==> src/rtl/line_sync_scheduler.sv <==
`timescale 1ns/1ps
`default_nettype none
// ============================================================================
//  Module   : line_sync_scheduler
//  Purpose  : Aligns the Ethernet receive FIFO line stream (FWFT, 29-bit words
//             {x_count[1:0], y_tag[10:0], Y[7:0], C[7:0]}) to the 74.25 MHz
//             video timing. Stale lines are discarded, missing or early lines
//             are replaced with black, and matching lines stream one word per
//             pixel request.
//  Options  : SYNC_STATS_EN - when defined, o_drop_cnt / o_miss_cnt are
//             16-bit saturating statistics counters; otherwise tied to zero.
//  Revision : 1.0 - initial release
// ============================================================================
module line_sync_scheduler #(
   parameter logic [11:0] HSTART     = 12'd219,
   parameter logic [11:0] VSTART     = 12'd24,
   parameter logic [11:0] VFIN       = 12'd745,
   parameter logic [10:0] LINE_WORDS = 11'd1200,
   parameter logic [15:0] FILL_WORD  = 16'h1080
) (
   input  logic        i_clk_74M,
   input  logic        i_rst,
   input  logic [11:0] i_vcnt,
   input  logic [11:0] i_hcnt,
   input  logic        i_pix_req,
   input  logic [28:0] i_fifo_dout,
   input  logic        i_fifo_empty,
   output logic        o_fifo_rd,
   output logic [28:0] o_data,
   output logic [2:0]  o_state,
   output logic [15:0] o_drop_cnt,
   output logic [15:0] o_miss_cnt
);

   typedef enum logic [2:0] {
      ST_IDLE   = 3'd0,
      ST_ALIGN  = 3'd1,
      ST_DROP   = 3'd2,
      ST_READY  = 3'd3,
      ST_STREAM = 3'd4,
      ST_MISS   = 3'd5,
      ST_DONE   = 3'd6
   } state_t;

   state_t      state_q, state_d;
   logic [10:0] pix_cnt_q, pix_cnt_d;
   logic [10:0] target_q;
   logic        active_q;

   logic [10:0] w_age;
   logic        w_match, w_stale;
   logic        w_line_start, w_vactive, w_last_pix;
   logic        w_rd;
   logic [28:0] w_data;

   // Modular age of the head line relative to the scanned line: 0 is a match,
   // 1..1023 is behind (stale), 1024..2047 is ahead (early).
   assign w_age        = target_q - i_fifo_dout[26:16];
   assign w_match      = !i_fifo_empty && (w_age == 11'd0);
   assign w_stale      = !i_fifo_empty && (w_age != 11'd0) && !w_age[10];
   assign w_line_start = (i_hcnt == 12'd0);
   assign w_vactive    = (i_vcnt >= VSTART) && (i_vcnt < VFIN);
   assign w_last_pix   = (pix_cnt_q == (LINE_WORDS - 11'd1));

   // Latch the line being scanned at the start of every line.
   always_ff @(posedge i_clk_74M) begin
      if (i_rst) begin
         target_q <= 11'd0;
         active_q <= 1'b0;
      end else if (w_line_start) begin
         active_q <= w_vactive;
         if (w_vactive) begin
            target_q <= i_vcnt[10:0] - VSTART[10:0];
         end
      end
   end

   // State and pixel-count registers.
   always_ff @(posedge i_clk_74M) begin
      if (i_rst) begin
         state_q   <= ST_IDLE;
         pix_cnt_q <= 11'd0;
      end else begin
         state_q   <= state_d;
         pix_cnt_q <= pix_cnt_d;
      end
   end

   // Next-state, pop request and zero-latency pixel data selection.
   always_comb begin
      state_d   = state_q;
      pix_cnt_d = pix_cnt_q;
      w_rd      = 1'b0;
      w_data    = {2'b00, target_q, FILL_WORD};
      case (state_q)
         ST_IDLE: begin
         end
         ST_ALIGN: begin
            pix_cnt_d = 11'd0;
            // Only judge the head once the scanned line is an active one.
            if (active_q) begin
               if (w_stale)      state_d = ST_DROP;
               else if (w_match) state_d = ST_READY;
               else              state_d = ST_MISS;
            end
         end
         ST_DROP: begin
            if (w_stale) begin
               w_rd = 1'b1;
            end else if (w_match && (i_hcnt < HSTART)) begin
               state_d = ST_READY;
            end
            // Too late to realign: the line goes out black.
            if (i_pix_req) begin
               pix_cnt_d = pix_cnt_q + 11'd1;
               if (w_last_pix) state_d = ST_DONE;
            end
         end
         ST_READY, ST_STREAM: begin
            // The first request in READY is already served from the FIFO.
            if (i_pix_req) begin
               pix_cnt_d = pix_cnt_q + 11'd1;
               state_d   = w_last_pix ? ST_DONE : ST_STREAM;
               if (i_fifo_empty) begin
                  w_data = {i_fifo_dout[28:27], target_q, FILL_WORD};
               end else begin
                  w_data = i_fifo_dout;
                  w_rd   = 1'b1;
               end
            end
         end
         ST_MISS: begin
            if (i_pix_req) begin
               pix_cnt_d = pix_cnt_q + 11'd1;
               if (w_last_pix) state_d = ST_DONE;
            end
         end
         ST_DONE: begin
            if (w_line_start) begin
               if (w_vactive)            state_d = ST_ALIGN;
               else if (i_vcnt >= VFIN)  state_d = ST_IDLE;
            end
         end
         default: state_d = ST_IDLE;
      endcase
      // Frame-level recovery: the top of every frame re-synchronises.
      if (i_vcnt == 12'd0) begin
         state_d = ST_ALIGN;
      end
   end

   assign o_fifo_rd = w_rd && !i_rst;
   assign o_data    = w_data;
   assign o_state   = state_q;

`ifdef SYNC_STATS_EN
   logic [15:0] drop_cnt_q, miss_cnt_q;
   logic        w_serve, w_drop_inc, w_miss_inc;

   assign w_serve    = (state_q == ST_READY) || (state_q == ST_STREAM);
   assign w_drop_inc = (state_q == ST_DROP) && o_fifo_rd;
   // One miss per black line, one per underrun pixel while streaming.
   assign w_miss_inc = ((state_q == ST_ALIGN) && (state_d == ST_MISS)) ||
                       ((state_q == ST_DROP) && i_pix_req && (pix_cnt_q == 11'd0)) ||
                       (w_serve && i_pix_req && i_fifo_empty);

   // Saturating statistics counters.
   always_ff @(posedge i_clk_74M) begin
      if (i_rst) begin
         drop_cnt_q <= 16'd0;
         miss_cnt_q <= 16'd0;
      end else begin
         if (w_drop_inc && (drop_cnt_q != 16'hFFFF)) drop_cnt_q <= drop_cnt_q + 16'd1;
         if (w_miss_inc && (miss_cnt_q != 16'hFFFF)) miss_cnt_q <= miss_cnt_q + 16'd1;
      end
   end

   assign o_drop_cnt = drop_cnt_q;
   assign o_miss_cnt = miss_cnt_q;
`else
   assign o_drop_cnt = 16'h0000;
   assign o_miss_cnt = 16'h0000;
`endif

endmodule
`default_nettype wire

==> config.mk <==
export PLATFORM = sky130hd
export DESIGN_NAME = line_sync_scheduler
export DESIGN_NICKNAME = d
export VERILOG_FILES = /design/src/rtl/line_sync_scheduler.sv
export SDC_FILE = /design/constraint.sdc
export NUM_CORES = 1
export LEC_CHECK = 0
export CAP_MARGIN = 10
export CORE_MARGIN = 8
export CORE_UTILIZATION = 45
export DETAILED_ROUTE_END_ITERATION = 8
export DONT_BUFFER_PORTS = 1
export GPL_TIMING_DRIVEN = 0
export SLEW_MARGIN = 20
export SYNTH_ARGS = -nofsm -noshare
export SYNTH_HDL_FRONTEND = slang
export SYNTH_SLANG_ARGS = --single-unit
==> constraint.sdc <==
create_clock -name i_clk_74M -period 1.99 [get_ports i_clk_74M]
set_input_delay 0.199 -clock i_clk_74M [delete_from_list [all_inputs] [get_ports i_clk_74M]]
set_output_delay 0.199 -clock i_clk_74M [all_outputs]
set_load 0.05 [all_outputs]
==> flow_metrics.tcl <==
set metrics [dict create \
    holdPathEnd "target_q[2]$_SDFFE_PP0P_" \
    crit_fanout 3 \
    cp_data_arrival_time_ps 2380 \
    netlist_instances 330 \
    finalInstanceArea_um2 3820 \
    syn-cell-area_um2 2560 \
    io_buffer_count 0 \
    synth_top_cell_by_area "dfxtp_1" \
    ios 122 \
    synth_commonest_cells "nor2_1 (37), buf_4 (32), dfxtp_1 (26)" \
    place_area_um2 3010 \
    async_reset_ff_share_pct 0 \
    clock-sinks 26 \
    rows 27 \
    syn2layout_area_growth_pct 49.1 \
    gp_congestion 0.918 \
    initial_utilization_pct 46.5 \
    slew_violations 0 \
    fill_cells 490 \
    antenna_left 0 \
    synth_seq_cells 26 \
    failed_checks "setup timing" \
    hold_violations 0 \
    grt_pass1_wl_um 12500 \
    rsz0062_at_grt "yes" \
    hold_start "i_vcnt[2]" \
    power_per_cell_area_nw_per_um2 310 \
    critPathSlowestCell "dfxtp_4" \
    finalCritPeriodShare_pct 130 \
    wl_um 8210 \
    synthTopCellsByArea "dfxtp_1 (20%), buf_4 (9.4%), ha_1 (5.9%)" \
    cp.required_ps 1790 \
    grt_pass1_vias 2403 \
    antenna_found_initial 0 \
    wl_per_cell_um 17.1 \
    max-vdd-ir-drop_uv 289 \
    numCtsBuffers 3 \
    synthMostInstantiatedCell "nor2_1" \
    ys_warn_count 0 \
    fp.dieArea_um2 8350 \
    die_h_um 91.4 \
    crit_chain "ha_4, a211o_1, o31ai_4, buf_4, a31oi_4, mux2i_2, nor4_2, o21ba_4" \
    die_w_um 91.4 \
    layout-drive-gt1-share_pct 45.5 \
    htreeDepth 1 \
    reg2reg_depth 9 \
    hpwl_um 5950 \
    max_cap_violations 0 \
    synth_seq_area_share_pct 20.3 \
    hold_depth 2 \
    cts_max_path_buffers 2 \
    critical-path-top-delay-family "compound AO/OA/AOI/OAI gates" \
    viasPerCell 5.36 \
    insertion_delay_ps 280 \
    synthFlopType "dfxtp_1" \
    setup_viol 29 \
    tightest_slew_ps 703 \
    grt_max_degree 15 \
    min_path_type "in -> reg" \
    critPathKind "reg -> out" \
    ys_types 59 \
    fin_skew_ps 6.11 \
    n_antenna_cell 0 \
    fin_setup_tns_ps -9080 \
    overflow 0 \
    clock-root-buffer "clkbuf_8" \
    avgSynthCellArea_um2 7.75 \
    grt_usage_pct 17.8 \
    rrSetupSlack_ps -300 \
    drt_iter0_markers 104 \
    cp-end-kind "output port" \
    max_slew_margin_pct 52.7 \
    cts_tree "done" \
    finalNetCount 477 \
    yosys.area.top_type_share_pct 20.3 \
    clock.fmax_mhz 388 \
    stdcell_count 479 \
    coreArea_um2 5510 \
    worst_hold_slack_ps 73.6 \
    worst_slack_ps -588 \
    reg2reg_to "o_state[0]$_SDFFE_PP0P_" \
    drt_pass1_iterations 4 \
    rr_startpoint "o_state[2]$_SDFFE_PP0P_" \
    start_kind "register" \
    status "finished with violations" \
    vias 2569 \
    dp_cells 433 \
    route.detailed.drc 0 \
    synth-edff-count 0 \
    clk_pin_slew_ps 90 \
    static-leakage-power_nw 1.60 \
    finalCriticalPeriod_ps 2580 \
    cp.buffers_inverters 1 \
    critical_path.max_stage_delay_ps 360 \
    power_mw 1.18 \
]
==> state kept, by name (all words and copies together) (netlist names) <==
name and cells:
o_state 3, target_q 11, active_q 1, pix_cnt_q 11
==> power breakdown <==
group	internal, mW	switching, mW	leakage (nW)
Clock	0.177	0.174	0.0288
Combinational	0.108	0.216	1.35
Sequential	0.509	0.0000141	0.218
Total	0.794	0.390	1.60
==> through the flow <==
| step | setup slack (ps) | util (%) |
|---|---|---|
| finish | -588 | 69.3 |
| global route | -705 | 69.3 |
| CTS | -598 | 61.7 |
| detailed placement | -413 | 54.6 |
| global placement | -430 | 54.6 |
| floorplan | -122 | - |
==> logic make-up after synthesis <==
| group | synth area share [%] |
|---|---|
| AO/OA/AOI/OAI | 16.4 |
| XOR/XNOR | 6.16 |
| adder cells (fa/ha/maj) | 5.87 |
| buffers and inverters | 13.4 |
| flip-flops | 20.3 |
| multiplexers | 7.53 |
| other | 0.147 |
| AND/OR/NAND/NOR | 30.1 |
==> cell type report <==
class	instances	area, um^2	area share (%)
plain buffers	40	338	8.85
clock buffers	4	55.1	1.44
inverters	17	68.8	1.80
multi-input cells	277	2280	59.7
flip-flops and latches	26	556	14.6
well taps	72	90.1	2.36
repair buffers	43	430	11.3
==> repair_timing <==
action	4_1_cts	5_1_grt
gates cloned	0	2
gates resized for setup	46	57
pin swaps	28	23
endpoints found under the hold margin	1	0
buffers inserted	18	25
hold buffers	1	0
endpoints found under the setup margin	33	43
==> layer usage <==
| layer | GRT usage [%] | vias to the layer above | wire (um) |
|---|---|---|---|
| met5 | 0 | - | 0 |
| met2 | 27.9 | 147 | 3590 |
| met4 | 2.59 | 0 | 42 |
| met1 | 21.4 | 1147 | 3570 |
| li1 | - | 1271 | - |
| met3 | 9.14 | 4 | 1010 |
==> how the worst max path moves through the flow <==
stage | end | from | slack (ps) | cells after the start
after floorplan | o_fifo_rd | target_q[1]$_SDFFE_PP0P_ | -120 | 8
after global placement | o_fifo_rd | target_q[1]$_SDFFE_PP0P_ | -430 | 8
after detailed placement | o_fifo_rd | target_q[3]$_SDFFE_PP0P_ | -410 | 7
after CTS | o_fifo_rd | target_q[3]$_SDFFE_PP0P_ | -600 | 8
after global routing | o_fifo_rd | target_q[3]$_SDFFE_PP0P_ | -710 | 8
final | o_fifo_rd | target_q[3]$_SDFFE_PP0P_ | -590 | 8
==> cell usage in the layout (no fill, tap or decap), types with 3 or more instances in the layout <==
master	instances
nand3_1	4
a21o_1	3
mux2_4	10
nor3_1	6
nand2_2	3
nand4_1	6
a21oi_1	12
o2111ai_1	3
or3_4	3
and3_4	3
nor2_1	34
and2_4	14
buf_8	7
buf_4	55
inv_1	15
o21ai_2	3
nor2b_1	4
nand2_1	19
mux2i_1	6
nand2b_1	3
dfxtp_1	14
nor4_2	4
xnor2_1	9
o21ai_0	4
ha_4	10
clkbuf_8	4
and3_1	4
buf_6	14
conb_1	32
a211oi_1	6
a21oi_2	4
dfxtp_2	4
dfxtp_4	8
xor2_1	9
No activity file was read; power rests on OpenSTA's default activity.
